File: src/rtl/spram_pkg.sv
// Shared types, masks and helpers for the SP256K initiator.
package spram_pkg;

   localparam int unsigned AW_WORD = 14;
   localparam int unsigned DW      = 16;

   localparam logic [3:0] MASK_LO  = 4'b0011;
   localparam logic [3:0] MASK_HI  = 4'b1100;
   localparam logic [3:0] MASK_ALL = 4'b1111;

   typedef enum logic [1:0] {
      StActive,
      StStandby,
      StWake
   } state_e;

   // Read shadow carried alongside the SPRAM latency.
   typedef struct packed {
      logic valid;
      logic wide;
      logic lane;
   } shadow_t;

   function automatic logic [3:0] write_mask(input logic wide, input logic lane);
      if (wide) return MASK_ALL;
      return lane ? MASK_HI : MASK_LO;
   endfunction

   function automatic logic [DW-1:0] read_select(input logic [DW-1:0] word, input shadow_t sh);
      if (sh.wide) return word;
      return {8'h00, sh.lane ? word[15:8] : word[7:0]};
   endfunction

endpackage

File: src/rtl/spram_idle_timer.sv
// Saturating idle counter that flags standby entry, plus the wake-up down-counter.
module spram_idle_timer
   import spram_pkg::*;
#(
   parameter int unsigned IDLE_TIMEOUT = 1024,
   parameter int unsigned WAKE_CYCLES  = 3
) (
   input  logic i_clk,
   input  logic i_rst,
   input  logic i_idle_cycle,
   input  logic i_clear,
   input  logic i_wake_load,
   input  logic i_wake_run,
   output logic o_timeout,
   output logic o_wake_done
);

   localparam int unsigned CW = (IDLE_TIMEOUT < 2) ? 1 : $clog2(IDLE_TIMEOUT + 1);
   localparam int unsigned WW = 4;

   logic [CW-1:0] r_idle_cnt;
   logic [WW-1:0] r_wake_cnt;

   always_ff @(posedge i_clk) begin
      if (i_rst) begin
         r_idle_cnt <= '0;
         r_wake_cnt <= '0;
      end else begin
         if (i_clear) begin
            r_idle_cnt <= '0;
         end else if (i_idle_cycle && (IDLE_TIMEOUT != 0) &&
                      (r_idle_cnt != CW'(IDLE_TIMEOUT))) begin
            r_idle_cnt <= r_idle_cnt + 1'b1;
         end

         if (i_wake_load) begin
            r_wake_cnt <= WW'(WAKE_CYCLES);
         end else if (i_wake_run && (r_wake_cnt != '0)) begin
            r_wake_cnt <= r_wake_cnt - 1'b1;
         end
      end
   end

   // Strobe on the idle cycle that brings the count up to the timeout.
   assign o_timeout   = i_idle_cycle && (IDLE_TIMEOUT != 0) &&
                        (r_idle_cnt == CW'(IDLE_TIMEOUT - 32'd1));
   assign o_wake_done = i_wake_run && (r_wake_cnt <= WW'(1));

endmodule

File: src/rtl/spram_initiator.sv
// Byte/word request port to SP256K command translator with in-order reads and standby control.
module spram_initiator
   import spram_pkg::*;
#(
   parameter int unsigned IDLE_TIMEOUT = 1024,
   parameter int unsigned WAKE_CYCLES  = 3
) (
   input  logic               i_clk,
   input  logic               i_rst,
   input  logic               i_req_valid,
   output logic               o_req_ready,
   input  logic               i_req_write,
   input  logic               i_req_wide,
   input  logic [AW_WORD:0]   i_req_addr,
   input  logic [DW-1:0]      i_req_wdata,
   output logic               o_rsp_valid,
   output logic [DW-1:0]      o_rsp_rdata,
   output logic [AW_WORD-1:0] o_ram_ad,
   output logic [DW-1:0]      o_ram_di,
   input  logic [DW-1:0]      i_ram_do,
   output logic [3:0]         o_ram_maskwe,
   output logic               o_ram_we,
   output logic               o_ram_cs,
   output logic               o_ram_stdby,
   output logic               o_ram_sleep,
   output logic               o_ram_pwroff_n,
   output logic               o_idle
);

   state_e  r_state;
   shadow_t r_p1;
   shadow_t r_p2;
   shadow_t w_shadow;
   logic    w_accept;
   logic    w_pipe_busy;
   logic    w_timeout;
   logic    w_wake_done;

   assign o_req_ready = (r_state == StActive);
   assign w_accept    = i_req_valid && o_req_ready;
   assign w_pipe_busy = r_p1.valid || r_p2.valid;
   assign w_shadow    = '{valid: w_accept && !i_req_write, wide: i_req_wide, lane: i_req_addr[0]};

   assign o_ram_sleep    = 1'b0;
   assign o_ram_pwroff_n = 1'b1;
   assign o_idle         = (r_state == StActive) && !w_pipe_busy;

   spram_idle_timer #(
      .IDLE_TIMEOUT (IDLE_TIMEOUT),
      .WAKE_CYCLES  (WAKE_CYCLES)
   ) u_idle_timer (
      .i_clk        (i_clk),
      .i_rst        (i_rst),
      .i_idle_cycle ((r_state == StActive) && !w_accept && !w_pipe_busy),
      .i_clear      (w_accept || (r_state != StActive)),
      .i_wake_load  ((r_state == StStandby) && i_req_valid),
      .i_wake_run   (r_state == StWake),
      .o_timeout    (w_timeout),
      .o_wake_done  (w_wake_done)
   );

   always_ff @(posedge i_clk) begin
      if (i_rst) begin
         r_state      <= StActive;
         o_ram_ad     <= '0;
         o_ram_di     <= '0;
         o_ram_maskwe <= '0;
         o_ram_we     <= 1'b0;
         o_ram_cs     <= 1'b0;
         o_ram_stdby  <= 1'b0;
         o_rsp_valid  <= 1'b0;
         o_rsp_rdata  <= '0;
         r_p1         <= '0;
         r_p2         <= '0;
      end else begin
         o_ram_cs     <= w_accept;
         o_ram_we     <= w_accept && i_req_write;
         o_ram_maskwe <= (w_accept && i_req_write) ? write_mask(i_req_wide, i_req_addr[0]) : '0;
         if (w_accept) begin
            o_ram_ad <= i_req_addr[AW_WORD:1];
         end
         if (w_accept && i_req_write) begin
            o_ram_di <= i_req_wide ? i_req_wdata : {2{i_req_wdata[7:0]}};
         end

         // ram_do for a p2 read is valid now; capture it into the response.
         r_p1        <= w_shadow;
         r_p2        <= r_p1;
         o_rsp_valid <= r_p2.valid;
         if (r_p2.valid) begin
            o_rsp_rdata <= read_select(i_ram_do, r_p2);
         end

         unique case (r_state)
            StActive: begin
               if (w_timeout) begin
                  r_state     <= StStandby;
                  o_ram_stdby <= 1'b1;
               end
            end
            StStandby: begin
               if (i_req_valid) begin
                  r_state     <= StWake;
                  o_ram_stdby <= 1'b0;
               end
            end
            StWake: begin
               if (w_wake_done) begin
                  r_state <= StActive;
               end
            end
            default: r_state <= StActive;
         endcase
      end
   end

endmodule

File: config.mk
export PLATFORM = sky130hd
export DESIGN_NAME = spram_initiator
export DESIGN_NICKNAME = d
export VERILOG_FILES = /design/src/rtl/spram_pkg.sv /design/src/rtl/spram_idle_timer.sv /design/src/rtl/spram_initiator.sv
export SDC_FILE = /design/constraint.sdc
export NUM_CORES = 1
export LEC_CHECK = 0
export ABC_AREA = 1
export ABC_CLOCK_PERIOD_IN_PS = 4780
export CORE_UTILIZATION = 50
export DETAILED_ROUTE_END_ITERATION = 6
export PLACE_DENSITY_LB_ADDON = 0.2
export SLEW_MARGIN = 10
export SYNTH_ARGS = -nofsm -noshare
export SYNTH_HDL_FRONTEND = slang
export SYNTH_HIERARCHICAL = 1
export SYNTH_SLANG_ARGS = --single-unit
File: constraint.sdc
create_clock -name i_clk -period 4.78 [get_ports i_clk]
set_input_delay 0.956 -clock i_clk [delete_from_list [all_inputs] [get_ports i_clk]]
set_output_delay 0.956 -clock i_clk [all_outputs]
set_load 0.02 [all_outputs]
==> impl_metrics.json, run 1 <==
{
  "status": "finished clean",
  "antenna_cells": 0,
  "synthCells": 495,
  "required_ns": 3.82,
  "finalSetupViolations": 0,
  "place_area_um2": 4440,
  "clk-insertion-delay-late_ns": 0.34,
  "fin_crit_sh_pct": 60.0,
  "die-area_um2": 7230,
  "synth.ff_latch_count": 75,
  "peakVddDrop_mv": 0.176,
  "hpwl_mm": 5.46,
  "start_kind": "flip-flop",
  "path_max_fanout": 27,
  "post_cts_buffers": 0,
  "final_cell_mix": "nand2_1, clkdlybuf4s50_1, nor2_1",
  "worstMarginPinSlew_ns": 1.03,
  "clock_sinks": 75,
  "io_pins": 110,
  "start_util_pct": 53.1,
  "post_cts_resized": 0,
  "rsz0062_at_grt": "false",
  "die_y_um": 85.0,
  "clock_skew_ns": 0.00751,
  "crit_type": "flip-flop to output port",
  "synth_cell_types": 29,
  "crit_end": "o_idle",
  "syn_area_um2": 3450,
  "synth_edf_count": 0,
  "hold_class": "flip-flop to flip-flop",
  "r2r_cells": 5,
  "drc_errors": 0,
  "reg2reg_slack_ns": 2.93,
  "leakage_nw": 2.01,
  "wl_per_cell_um": 11.3,
  "yosys_warnings": 6,
  "startpoint": "r_p2[2]$_SDFF_PP0_",
  "worstSetupEndpointType": "output port",
  "hold_viol_final": 0,
  "finalNonFillerCells": 668,
  "cts_buffers": 9,
  "gp_congestion": 0.803,
  "cts_tree": "built",
  "arrival_ns": 1.91,
  "grt_max_degree": 39,
  "reg2reg_to": "u_idle_timer/r_idle_cnt[9]$_SDFFE_PP0P_",
  "drt_iter0_markers": 82,
  "fin_area_um2": 4570,
  "via_per_inst": 4.88,
  "p_per_area_nw_per_um2": 273,
  "async_flop_share_pct": 0,
  "final_common_cell": "nand2_1",
  "drtPass1Iterations": 4,
  "antenna_found_initial": 0,
  "row_count": 29,
  "drv_cap": 0,
  "timing.rr.start": "r_p2[2]$_SDFF_PP0_",
  "postLayoutCoreUtil_pct": 70.4,
  "timing.setup.tns_ns": 0,
  "routed_wirelength_mm": 7.55,
  "clock.fmax_ghz": 0.349,
  "grt_pass1_vias": 2877,
  "grtUsageTotal_pct": 21.6,
  "overflow": 0,
  "port_buffers": 107,
  "layout_min_cycle_time_ns": 2.87,
  "synth.avg_cell_area_um2": 6.97,
  "core_um2": 6490,
  "clkTransAtPathRegs_ns": 0.07,
  "syn_to_final_growth_pct": 32.6,
  "fp.dieW_um": 85.0,
  "clk_path_buf_depth": 2,
  "ys_seq_area_share_pct": 43.5,
  "root_buffer": "clkbuf_8",
  "htreeDepth": 3,
  "ctsHoldBuffers": 0,
  "dp_cells": 656,
  "drive_gt1_share_pct": 5.41,
  "ys.flop_type": "dfxtp_1",
  "grt_pass1_wl_mm": 12.4,
  "slew_headroom_pct": 31.2,
  "synth_fp_nets": 552,
  "maxSlewViolCount": 0,
  "layout.nets": 647,
  "via_count": 3257,
  "postRouteAntennaNets": 0
}
## cells by family (layout without fill, tap and decap cells)
| logic type | after synthesis | count (layout) | share of synthesized area [%] |
|---|---|---|---|
| AND/OR/NAND/NOR | 268 | 268 | 32.9 |
| buffers and inverters | 80 | 176 | 11.5 |
| XOR/XNOR | 4 | 4 | 1.02 |
| adder cells (fa/ha/maj) | 5 | 5 | 1.81 |
| other | 2 | 2 | 0.218 |
| flip-flops | 75 | 75 | 43.5 |
| AO/OA/AOI/OAI | 61 | 61 | 8.96 |
## state kept, by name (all words and copies together) (netlist names)
name                     flops
r_p1                         3
o_ram_ad                    14
o_ram_cs                     1
o_rsp_rdata                 16
u_idle_timer/r_wake_cnt      4
o_ram_di                    16
o_ram_maskwe                 2
o_ram_we                     1
o_ram_stdby                  1
o_rsp_valid                  1
r_state                      2
r_p2                         3
u_idle_timer/r_idle_cnt     11
## power by group
group | internal (W) | leakage (nW) | switching (W)
clock | 0.000176 | 0.0710 | 0.000203
combinational | 0.000100 | 1.32 | 0.000103
sequential | 0.000650 | 0.614 | 0.0000160
## stage by stage
step | hold WS [ns] | total power, W | setup WS, ns
global route | 0.431 | 0.00131 | 1.78
floorplan | 0.388 | 0.000786 | 2.71
detailed placement | 0.393 | 0.000883 | 1.94
CTS | 0.402 | 0.00126 | 1.89
finish | 0.400 | 0.00125 | 1.91
global placement | 0.391 | 0.000880 | 2.00
## synthesized netlist by cell type (2+ instances only)
master,instances,area share [%]
buf_4,5,1.1
nor3_1,8,1.2
nor2_4,2,0.65
xnor2_1,3,0.76
o21ai_0,29,4.2
dfxtp_1,75,44
a21oi_1,31,4.5
nand2_1,120,13
buf_6,7,2.3
nor2_1,88,9.6
buf_2,4,0.58
inv_1,51,5.6
nand3_1,31,4.5
conb_1,2,0.22
clkbuf_8,2,0.80
ha_1,5,1.8
clkbuf_1,6,0.65
inv_2,2,0.22
clkinv_1,3,0.33
nand2_2,10,1.8
nor2_2,3,0.54
## worst min path at each step
stage	startpoint	end	cells after the start
final	r_p1[1]$_SDFF_PP0_	r_p2[1]$_SDFF_PP0_	2
after detailed placement	r_p1[1]$_SDFF_PP0_	r_p2[1]$_SDFF_PP0_	2
after global routing	r_p1[1]$_SDFF_PP0_	r_p2[1]$_SDFF_PP0_	2
after floorplan	r_p1[0]$_SDFF_PP0_	r_p2[0]$_SDFF_PP0_	2
after CTS	r_p1[1]$_SDFF_PP0_	r_p2[1]$_SDFF_PP0_	2
after global placement	r_p1[1]$_SDFF_PP0_	r_p2[1]$_SDFF_PP0_	2
## layer usage
| layer | wire length [µm] | GRT usage (%) | vias up | part of all wire [%] |
|---|---|---|---|---|
| met1 | 3260 | 25.9 | 1423 | 43 |
| met3 | 626 | 7.59 | 19 | 8.3 |
| met2 | 3470 | 33.9 | 106 | 46 |
| met4 | 191 | 11.7 | 0 | 2.5 |
| li1 | - | - | 1709 | - |
| met5 | 0 | 0 | - | 0 |
## area by class of cell
type | instances | area (µm²)
inverters | 56 | 210
fillers | 549 | 1920
clock inverters | 1 | 5.00
multi-input cells | 340 | 1550
flip-flops and latches | 75 | 1500
clock buffers | 11 | 131
well taps | 77 | 96.3
repair buffers | 108 | 1080
## worst max-delay path, cell delays in order (launching register included)
cell             delay (ns)
dfxtp_1                0.86
nor3_1                 0.14
clkdlybuf4s50_1        0.57
(Power assumes the default switching activity.)
==> run 2, diff against run 1 <==
- ABC_CLOCK_PERIOD_IN_PS: 4780 -> 2790
- CORE_UTILIZATION: 50 -> 46
- clock period: 4.78 -> 2.79 ns (I/O delays scaled with it)
==> impl_metrics.json, run 2 (synthesis gave the netlist of run 1 again) <==
{
  "dp_cells": 681,
  "io_pins": 110,
  "drive_gt1_share_pct": 6.86,
  "grt_pass1_wl_mm": 12.6,
  "path_max_fanout": 6,
  "clk-insertion-delay-late_ns": 0.33,
  "core_um2": 7250,
  "hold_class": "flip-flop to flip-flop",
  "p_per_area_nw_per_um2": 476,
  "row_count": 31,
  "fp.dieW_um": 88.6,
  "setup_slack_ns": 0.527,
  "grt_pass1_vias": 2929,
  "rsz0062_at_grt": "false",
  "clock_skew_ns": 0.00802,
  "fin_crit_sh_pct": 81.1,
  "maxSlewViolCount": 0,
  "drc_errors": 0,
  "final_common_cell": "nand2_1",
  "layout_min_cycle_time_ns": 2.26,
  "cts_tree": "built",
  "grtUsageTotal_pct": 20.9,
  "die_y_um": 88.6,
  "postRouteAntennaNets": 0,
  "hold_viol_final": 0,
  "slowest_stage": "clkdlybuf4s50_1",
  "drtPass1Iterations": 5,
  "clock.fmax_ghz": 0.442,
  "clk_path_buf_depth": 2,
  "worstSetupEndpointType": "output port",
  "cp_top_family": "buffers and inverters",
  "cts_buffers": 9,
  "start_kind": "flip-flop",
  "dp_slack_ns": 0.321,
  "gp_congestion": 0.830,
  "drt_iter0_markers": 103,
  "required_ns": 2.23,
  "leakage_nw": 2.03,
  "routed_wirelength_mm": 7.90,
  "antenna_cells": 0,
  "antenna_found_initial": 0,
  "top_regs": "o_ram_di: 16 flops, o_rsp_rdata: 16 flops, o_ram_ad: 14 flops",
  "start_util_pct": 47.5,
  "htreeDepth": 3,
  "via_count": 3249,
  "syn_to_final_growth_pct": 35.0,
  "clock_sinks": 75,
  "peakVddDrop_mv": 0.337,
  "arrival_ns": 1.71,
  "timing.setup.tns_ns": 0,
  "finalSetupViolations": 0,
  "via_per_inst": 4.66,
  "finalNonFillerCells": 697,
  "wl_per_cell_um": 11.3,
  "hpwl_mm": 5.75,
  "drv_cap": 0,
  "status": "finished clean",
  "grt_max_degree": 39,
  "crit_buf_inv": 2,
  "path_cells": "nor2_4 > inv_1 > nor3_1 > clkdlybuf4s50_1",
  "post_cts_buffers": 0,
  "port_buffers": 107,
  "max_stage_delay_ns": 0.62,
  "ctsHoldBuffers": 0,
  "post_cts_resized": 0,
  "layout.nets": 650,
  "root_buffer": "clkbuf_8",
  "overflow": 0,
  "clkTransAtPathRegs_ns": 0.08,
  "crit_type": "flip-flop to output port",
  "die-area_um2": 7850,
  "final_cell_mix": "nand2_1, clkdlybuf4s50_1, nor2_1"
}
-- run 2: path summary, 6_finish.rpt --
path,start,endpoint,slack (ns),cells after the start
max,r_state[0]$_SDFFE_PP0P_,o_idle,0.53,4
min,r_p1[0]$_SDFF_PP0_,r_p2[0]$_SDFF_PP0_,0.40,2
max reg2reg,r_state[0]$_SDFFE_PP0P_,u_idle_timer/r_idle_cnt[9]$_SDFFE_PP0P_,0.96,7
min reg2reg,r_p1[0]$_SDFF_PP0_,r_p2[0]$_SDFF_PP0_,0.40,2
-- run 2: worst register-to-register path: stages, from the launching register on --
cell	delay (ns)
dfxtp_1	0.36
nor2_4	0.20
nand2_1	0.10
nor3_1	0.38
inv_1	0.13
nor2_2	0.34
nand2_1	0.10
a21oi_1	0.14
-- run 2: stage by stage --
step	instance area [µm²]	utilization, %	power, W	hold slack, ns
4_1_cts	4660	64.2	0.00224	0.406
3_3_place_gp	4490	61.9	0.00151	0.390
3_5_place_dp	4490	61.9	0.00152	0.401
6_report	4660	64.2	0.00221	0.404
2_1_floorplan	3450	-	0.00135	0.388
5_1_grt	4660	64.2	0.00233	0.420
-- run 2: power breakdown --
group	total, W	switching [W]	internal, W	leakage, nW
Combinational	0.000353	0.000180	0.000174	1.34
Clock	0.000723	0.000406	0.000317	0.0770
Sequential	0.00114	0.0000248	0.00111	0.614
Total	0.00221	0.000610	0.00160	2.03
-- run 2: cell type report --
cell class | instances | area, µm²
Clock buffer | 9 | 124
Clock inverter | 7 | 45.0
Fill cell | 657 | 2600
Inverter | 56 | 210
Multi-Input combinational cell | 340 | 1550
Sequential cell | 75 | 1500
Tap cell | 99 | 124
Timing Repair Buffer | 111 | 1100
-- run 2: metal layers --
metal,share of wire [%],global-route usage [%],vias up
met5,0,0,-
met4,1.1,9.09,0
met3,6.8,6.25,7
met2,47,35.7,86
met1,45,24.3,1438
li1,-,-,1718
==> run 3, diff against run 2 <==
- ABC_CLOCK_PERIOD_IN_PS: 2790 -> 2000
- CORE_UTILIZATION: 46 -> 42
- clock period: 2.79 -> 2 ns (I/O delays scaled with it)
==> impl_metrics.json, run 3 (synthesis gave the netlist of run 1 again) <==
{
  "grt_pass1_wl_mm": 13.3,
  "status": "finished clean",
  "antenna_found_initial": 0,
  "via_count": 3301,
  "layout_min_cycle_time_ns": 1.73,
  "peakVddDrop_mv": 0.384,
  "core_um2": 7850,
  "layout.nets": 654,
  "worstSetupEndpointType": "output port",
  "rsz0062_at_grt": "false",
  "htreeDepth": 3,
  "antenna_cells": 0,
  "clock_sinks": 75,
  "holdWs_ns": 0.404,
  "path_max_fanout": 4,
  "drv_cap": 0,
  "start_util_pct": 43.9,
  "die_y_um": 92.6,
  "grtUsageTotal_pct": 19.2,
  "clk_path_buf_depth": 2,
  "finalPower_w": 0.00322,
  "clock.fmax_ghz": 0.580,
  "cts_tree": "built",
  "reg2reg_slack_ns": 0.39,
  "cts_buffers": 9,
  "maxSlewViolCount": 0,
  "r2r_cells": 8,
  "crit_end": "o_idle",
  "port_buffers": 107,
  "post_cts_buffers": 0,
  "drtPass1Iterations": 5,
  "hold_class": "flip-flop to flip-flop",
  "crit_type": "flip-flop to output port",
  "drt_iter0_markers": 109,
  "leakage_nw": 2.07,
  "final_cell_mix": "nand2_1, clkdlybuf4s50_1, nor2_1",
  "hpwl_mm": 5.79,
  "required_ns": 1.60,
  "root_buffer": "clkbuf_8",
  "clk-insertion-delay-late_ns": 0.33,
  "top_regs": "o_ram_di: 16 flops, o_rsp_rdata: 16 flops, o_ram_ad: 14 flops",
  "fin_crit_sh_pct": 86.3,
  "arrival_ns": 1.33,
  "grt_pass1_vias": 3081,
  "timing.rr.start": "r_state[0]$_SDFFE_PP0P_",
  "fp.dieW_um": 92.6,
  "start_kind": "flip-flop",
  "routed_wirelength_mm": 7.91,
  "reg2reg_to": "u_idle_timer/r_idle_cnt[7]$_SDFFE_PP0P_",
  "finalSetupViolations": 0,
  "overflow": 0,
  "timing.setup.tns_ns": 0,
  "gp_congestion": 0.849,
  "wl_per_cell_um": 11.2,
  "via_per_inst": 4.69,
  "drive_gt1_share_pct": 7.48,
  "final_common_cell": "nand2_1",
  "hold_viol_final": 0,
  "syn_to_final_growth_pct": 37.1,
  "p_per_area_nw_per_um2": 681,
  "io_pins": 110,
  "clkTransAtPathRegs_ns": 0.08,
  "clock_skew_ns": 0.0101,
  "ctsHoldBuffers": 0,
  "die-area_um2": 8580,
  "grt_max_degree": 36,
  "drc_errors": 0,
  "row_count": 32,
  "fillCellCount": 724,
  "startpoint": "r_state[0]$_SDFFE_PP0P_",
  "postRouteAntennaNets": 0
}
-- run 3: changes by cell type in the layout (fill, tap and decap cells not counted) --
cell	delta
buf_4	+3
clkdlybuf4s50_1	-2
clkinvlp_4	-2
buf_12	+1
bufinv_16	+1
clkinv_4	+1
dlygate4sd2_1	+1
dlymetal6s2s_1	+1
-- run 3: how the worst min path moves through the flow --
| stage | startpoint | end | cells past startpoint |
|---|---|---|---|
| final | r_p1[0]$_SDFF_PP0_ | r_p2[0]$_SDFF_PP0_ | 2 |
| after global routing | r_p1[0]$_SDFF_PP0_ | r_p2[0]$_SDFF_PP0_ | 2 |
| after CTS | r_p1[0]$_SDFF_PP0_ | r_p2[0]$_SDFF_PP0_ | 2 |
| after detailed placement | r_p1[0]$_SDFF_PP0_ | r_p2[0]$_SDFF_PP0_ | 2 |
| after global placement | r_p1[1]$_SDFF_PP0_ | r_p2[1]$_SDFF_PP0_ | 2 |
| after floorplan | r_p1[0]$_SDFF_PP0_ | r_p2[0]$_SDFF_PP0_ | 2 |
-- run 3: per-stage QoR --
| stage | utilization, % | instance area [µm²] | setup slack (ns) | instances |
|---|---|---|---|---|
| floorplan | - | 3450 | 0.355 | 495 |
| global placement | 57.8 | 4530 | 0.139 | 688 |
| detailed placement | 57.8 | 4530 | 0.0952 | 688 |
| CTS | 60.2 | 4720 | 0.00428 | 704 |
| global route | 60.2 | 4730 | 0.111 | 704 |
| finish | 60.2 | 4730 | 0.275 | 704 |
-- run 3: area by class of cell --
cell class	instances	area, µm²	share of cell area [%]
multi-input combinational	340	1550	32.8
sequential	75	1500	31.8
timing repair buffer	115	1140	24.2
inverter	56	210	4.45
tap	102	128	2.70
clock buffer	9	124	2.62
clock inverter	7	68.8	1.46
-- run 3: report_power, final --
part           leakage (nW)  total [W]  switching, W  internal, W
Sequential            0.614    0.00159     0.0000341      0.00155
Combinational          1.36   0.000501      0.000253     0.000249
Clock                0.0950    0.00113      0.000557     0.000572
-- run 3: repair_timing --
| action | 4_1_cts | 5_1_grt |
|---|---|---|
| endpoints found under the setup margin | 1 | 1 |
| gates cloned | 0 | 0 |
| resized for setup | 1 | 1 |
-- run 3: critical path, cell delays in order, from the launching register on --
cell and delay [ns]:
dfxtp_1 0.36, nor2_4 0.10, inv_1 0.04, nor3_1 0.11
dlygate4sd2_1 0.38
-- run 3: layer usage --
layer | GRT usage, % | up-vias | routed length [µm]
li1 | - | 1726 | -
met1 | 23.3 | 1474 | 3500
met2 | 32.0 | 94 | 3700
met3 | 5.83 | 7 | 625
met4 | 7.44 | 0 | 80
met5 | 0 | - | 0
